$ cat src/rtl/dmux4way16_buffered_pkg.sv
// dmux4way16_buffered_pkg: lane ids, default width and one-hot lane decode for the 4-way mux/dmux family
package dmux4way16_buffered_pkg;
  localparam logic [1:0] LANE_A = 2'd0;
  localparam logic [1:0] LANE_B = 2'd1;
  localparam logic [1:0] LANE_C = 2'd2;
  localparam logic [1:0] LANE_D = 2'd3;
  localparam int WIDTH_DEFAULT = 16;
  function automatic logic [3:0] onehot4(input logic [1:0] s);
    return 4'b0001 << s;
  endfunction
endpackage

$ cat src/rtl/dmux4way16_buffered_lane_slot.sv
// lane_slot: one-word lane register with full flag; load/take/reset in, out/full out, load wins over take
module lane_slot
  import dmux4way16_buffered_pkg::*;
#(
  parameter int WIDTH = WIDTH_DEFAULT
) (
  input  logic             clk,
  input  logic             reset,
  input  logic             load,
  input  logic [WIDTH-1:0] in,
  input  logic             take,
  output logic [WIDTH-1:0] out,
  output logic             full
);
  logic [WIDTH-1:0] data_d, data_q;
  logic             full_d, full_q;
  always_comb begin
    data_d = load ? in : data_q;
    full_d = load | (full_q & ~take);
  end
  always_ff @(posedge clk) begin
    if (reset) begin
      data_q <= '0;
      full_q <= 1'b0;
    end else begin
      data_q <= data_d;
      full_q <= full_d;
    end
  end
  assign out  = data_q;
  assign full = full_q;
endmodule

$ cat src/rtl/dmux4way16_buffered.sv
// dmux4way16_buffered: valid/ready stream into four buffered lanes a..d (valid, ptr out) by sel or round-robin
module dmux4way16_buffered
  import dmux4way16_buffered_pkg::*;
#(
  parameter int WIDTH = WIDTH_DEFAULT
) (
  input  logic             clk,
  input  logic             reset,
  input  logic [WIDTH-1:0] in,
  input  logic             in_valid,
  output logic             in_ready,
  input  logic [1:0]       sel,
  input  logic             auto,
  input  logic [3:0]       take,
  output logic [WIDTH-1:0] a,
  output logic [WIDTH-1:0] b,
  output logic [WIDTH-1:0] c,
  output logic [WIDTH-1:0] d,
  output logic [3:0]       valid,
  output logic [1:0]       ptr
);
  logic [1:0]       target, ptr_d, ptr_q;
  logic             accept;
  logic [3:0]       load;
  logic [WIDTH-1:0] lane_out [4];
  always_comb begin
    target   = auto ? ptr_q : sel;
    in_ready = ~valid[target] | take[target];
    accept   = in_valid & in_ready & ~reset;
    load     = accept ? onehot4(target) : 4'b0000;
    ptr_d    = (accept & auto) ? ptr_q + 2'd1 : ptr_q;
  end
  always_ff @(posedge clk) begin
    if (reset) ptr_q <= 2'd0;
    else ptr_q <= ptr_d;
  end
  for (genvar k = 0; k < 4; k++) begin : g_lane
    lane_slot #(.WIDTH(WIDTH)) u_slot (
      .clk  (clk),
      .reset(reset),
      .load (load[k]),
      .in   (in),
      .take (take[k]),
      .out  (lane_out[k]),
      .full (valid[k])
    );
  end
  assign a   = lane_out[LANE_A];
  assign b   = lane_out[LANE_B];
  assign c   = lane_out[LANE_C];
  assign d   = lane_out[LANE_D];
  assign ptr = ptr_q;
endmodule

$ cat config.mk
export PLATFORM = sky130hd
export DESIGN_NAME = dmux4way16_buffered
export DESIGN_NICKNAME = d
export VERILOG_FILES = /design/src/rtl/dmux4way16_buffered_pkg.sv /design/src/rtl/dmux4way16_buffered_lane_slot.sv /design/src/rtl/dmux4way16_buffered.sv
export SDC_FILE = /design/constraint.sdc
export NUM_CORES = 1
export LEC_CHECK = 0
export CAP_MARGIN = 20
export CORE_UTILIZATION = 30
export CTS_BUF_LIST = sky130_fd_sc_hd__clkbuf_8
export CTS_CLUSTER_SIZE = 28
export DETAILED_ROUTE_END_ITERATION = 10
export HOLD_SLACK_MARGIN = 0.12
export PLACE_DENSITY = 0.72
export SKIP_CTS_REPAIR_TIMING = 1
export SLEW_MARGIN = 10
export SYNTH_ARGS = -nofsm -noshare
export SYNTH_HDL_FRONTEND = slang
export SYNTH_SLANG_ARGS = --single-unit
$ cat constraint.sdc
create_clock -name clk -period 1.4 [get_ports clk]
set_clock_uncertainty 0.05 [all_clocks]
set_input_delay 0.14 -clock clk [delete_from_list [all_inputs] [get_ports clk]]
set_output_delay 0.14 -clock clk [all_outputs]
set_load 0.02 [all_outputs]
==> flow_summary.toml <==
[routing]
wirelength_um = 8100
ant_nets = 0
drc_errors = 0
wl_per_cell_um = 15.3
routed_via_density = 4.64
dr.pass1.iters = 4
vias = 2463
dr.first_iter.drc_count = 97

[cells_and_area]
area_growth_pct = 62.5
layout.nets = 445
insertedDiodeCount = 0
fillers = 778
layout_commonest_cell = "dlymetal6s2s_1"
final_area_um2 = 4380
drive_gt1_share_pct = 12.5
final_cell_mix = "71 x dlymetal6s2s_1, 68 x nand2b_1, 68 x dfxtp_1"
finalNonFillerCells = 531
finish.utilization_pct = 50.2

[pwr]
power_density_nw_per_um2 = 969
peakVddDrop_v = 0.000464
p_leak_uw = 0.00272
total_power_uw = 4240

[clock_tree]
h-tree-depth = 3
tritoncts = "yes"
clk_latency_ns = 0.33
clock_path_buffers = 2
cts_sinks = 70
cts_root_buf = "clkbuf_8"
cts_buffers = 9
clk_pin_slew_ns = 0.07

[min_path]
hold_class = "in -> reg"

[floorplan]
fp-row-count = 34
io_pins = 97
die-width_um = 96.8
start_util_pct = 30.9
dieHeight_um = 96.8
core_area_um2 = 8720
die-area_um2 = 9370

[worst_setup_path]
path_cells = "mux2i_4 -> mux2i_2 -> mux2i_1 -> buf_2"
path_buf_inv = 1
cp_max_fo = 3
start_kind = "flip-flop"
crit_slowest_cell = "dfxtp_4"
slowest_delay_ns = 0.35
cp_top_family = "multiplexers"
crit_path_end_kind = "primary output"
crit_type = "reg -> out"
critPathArrivalTime_ns = 1.40
cp_data_required_time_ns = 1.21

[sta]
timing.final.crit_share_pct = 113
min_period_ns = 1.59
setup_violations = 69
rsz0062_at_grt = "true"
worst_slack_ns = -0.187
max_slew.worst_pin.slew_ns = 0.337
max_freq_ghz = 0.630
tns_ns = -7.08
relSlewSlack_pct = 77.4
final-hold-violation-count = 0
maxSlewViolCount = 0

[logic_synthesis]
synth_cell_types = 20
syn_nets = 340
syn_avg_cell_area_um2 = 8.58
ys_seq_area_share_pct = 52.0
yosys_register_bits = 70
syn_inst = 314
yosysWarnings = 0
netlist_area_um2 = 2700

[placed_design]
gp_congestion = 0.832
dp.cells = 509
hpwl_um = 5060
placed_cell_area_um2 = 3880
io_buffers = 96

[grt]
grt_max_degree = 71
antenna_found_initial = 0
grt_first_pass_wirelength_um = 11700
grt_pass1_vias = 2326
track_usage_pct = 15.8
overflow = 0

[run_status]
violations = "negative setup slack"
outcome = "finished with violations"

[flow_run]
maxCapViolations = 0
final timing paths:
| kind | slack [ns] | cells past startpoint | from | end |
|---|---|---|---|---|
| worst max-delay path | -0.19 | 4 | ptr[1]$_SDFFE_PP0P_ | in_ready |
| worst min-delay path | 0.24 | 3 | reset | ptr[1]$_SDFFE_PP0P_ |
| worst max register to register | -0.16 | 7 | ptr[1]$_SDFFE_PP0P_ | g_lane[1].u_slot.out[11]$_SDFFE_PP0P_ |
| worst min register to register | 0.41 | 2 | g_lane[3].u_slot.out[13]$_SDFFE_PP0P_ | g_lane[3].u_slot.out[13]$_SDFFE_PP0P_ |
synthesized netlist by cell type:
library cell  instances  area share, %
buf_2                 8            1.5
o21bai_1              4            1.1
o31ai_1               1           0.28
o21ai_1               2           0.37
mux2i_2               1           0.51
or4_1                 1           0.28
or3_1                 1           0.23
buf_4                 4            1.1
nand2_1              65            9.1
and4_2                1           0.37
and4b_2               2           0.84
nor2b_1               1           0.23
and4bb_4              1           0.60
o21ai_0              63             12
nand2b_1             68             16
clkbuf_1             13            1.8
mux2i_1               4            1.5
clkbuf_2              2           0.37
dfxtp_1              70             52
a21oi_1               2           0.37
kinds of logic (layout without fill, tap and decap cells):
family | Yosys count | count (layout) | synth area share, %
AND/OR/NAND/NOR | 140 | 140 | 27.4
AO/OA/AOI/OAI | 72 | 72 | 13.8
flip-flops | 70 | 70 | 52.0
buffers and inverters | 27 | 136 | 4.78
multiplexers | 5 | 5 | 2.00
layer usage:
layer	vias up	track usage, %	wire length, µm	share of wire, %
met5	-	0	0	0
met4	0	5.51	135	1.7
met3	14	4.70	482	5.9
met2	80	25.2	3710	46
met1	1142	20.2	3770	47
li1	1227	-	-	-
state kept, by name (all words and copies together), names as in the netlist:
signal and cells:
g_lane.u_slot.full 4, ptr 2, g_lane.u_slot.out 64
through the flow:
step / hold slack [ns] / worst slack, ns
floorplan: 0.199 / -0.00569
CTS: 0.253 / -0.694
global placement: 0.409 / -0.675
detailed placement: 0.410 / -0.683
global route: 0.260 / -0.257
finish: 0.239 / -0.187
worst min-delay path, cell delays in order:
cell,delay [ns]
buf_2,0.14
buf_12,0.25
a21oi_2,0.05
cell type report:
class | instances | area, µm² | share of cell area [%]
clock buffer | 11 | 151 | 3.46
clock inverter | 4 | 22.5 | 0.514
multi-input combinational | 217 | 1200 | 27.5
sequential | 70 | 1410 | 32.1
tap | 108 | 135 | 3.08
timing repair buffer | 121 | 1460 | 33.3
power breakdown:
part           internal, µW  switching [µW]  leakage [µW]  total [µW]
Combinational           337             325       0.00205         663
Clock                   722             740     0.0000929        1460
Sequential             2080            44.4      0.000570        2120
(Power assumes the default switching activity.)
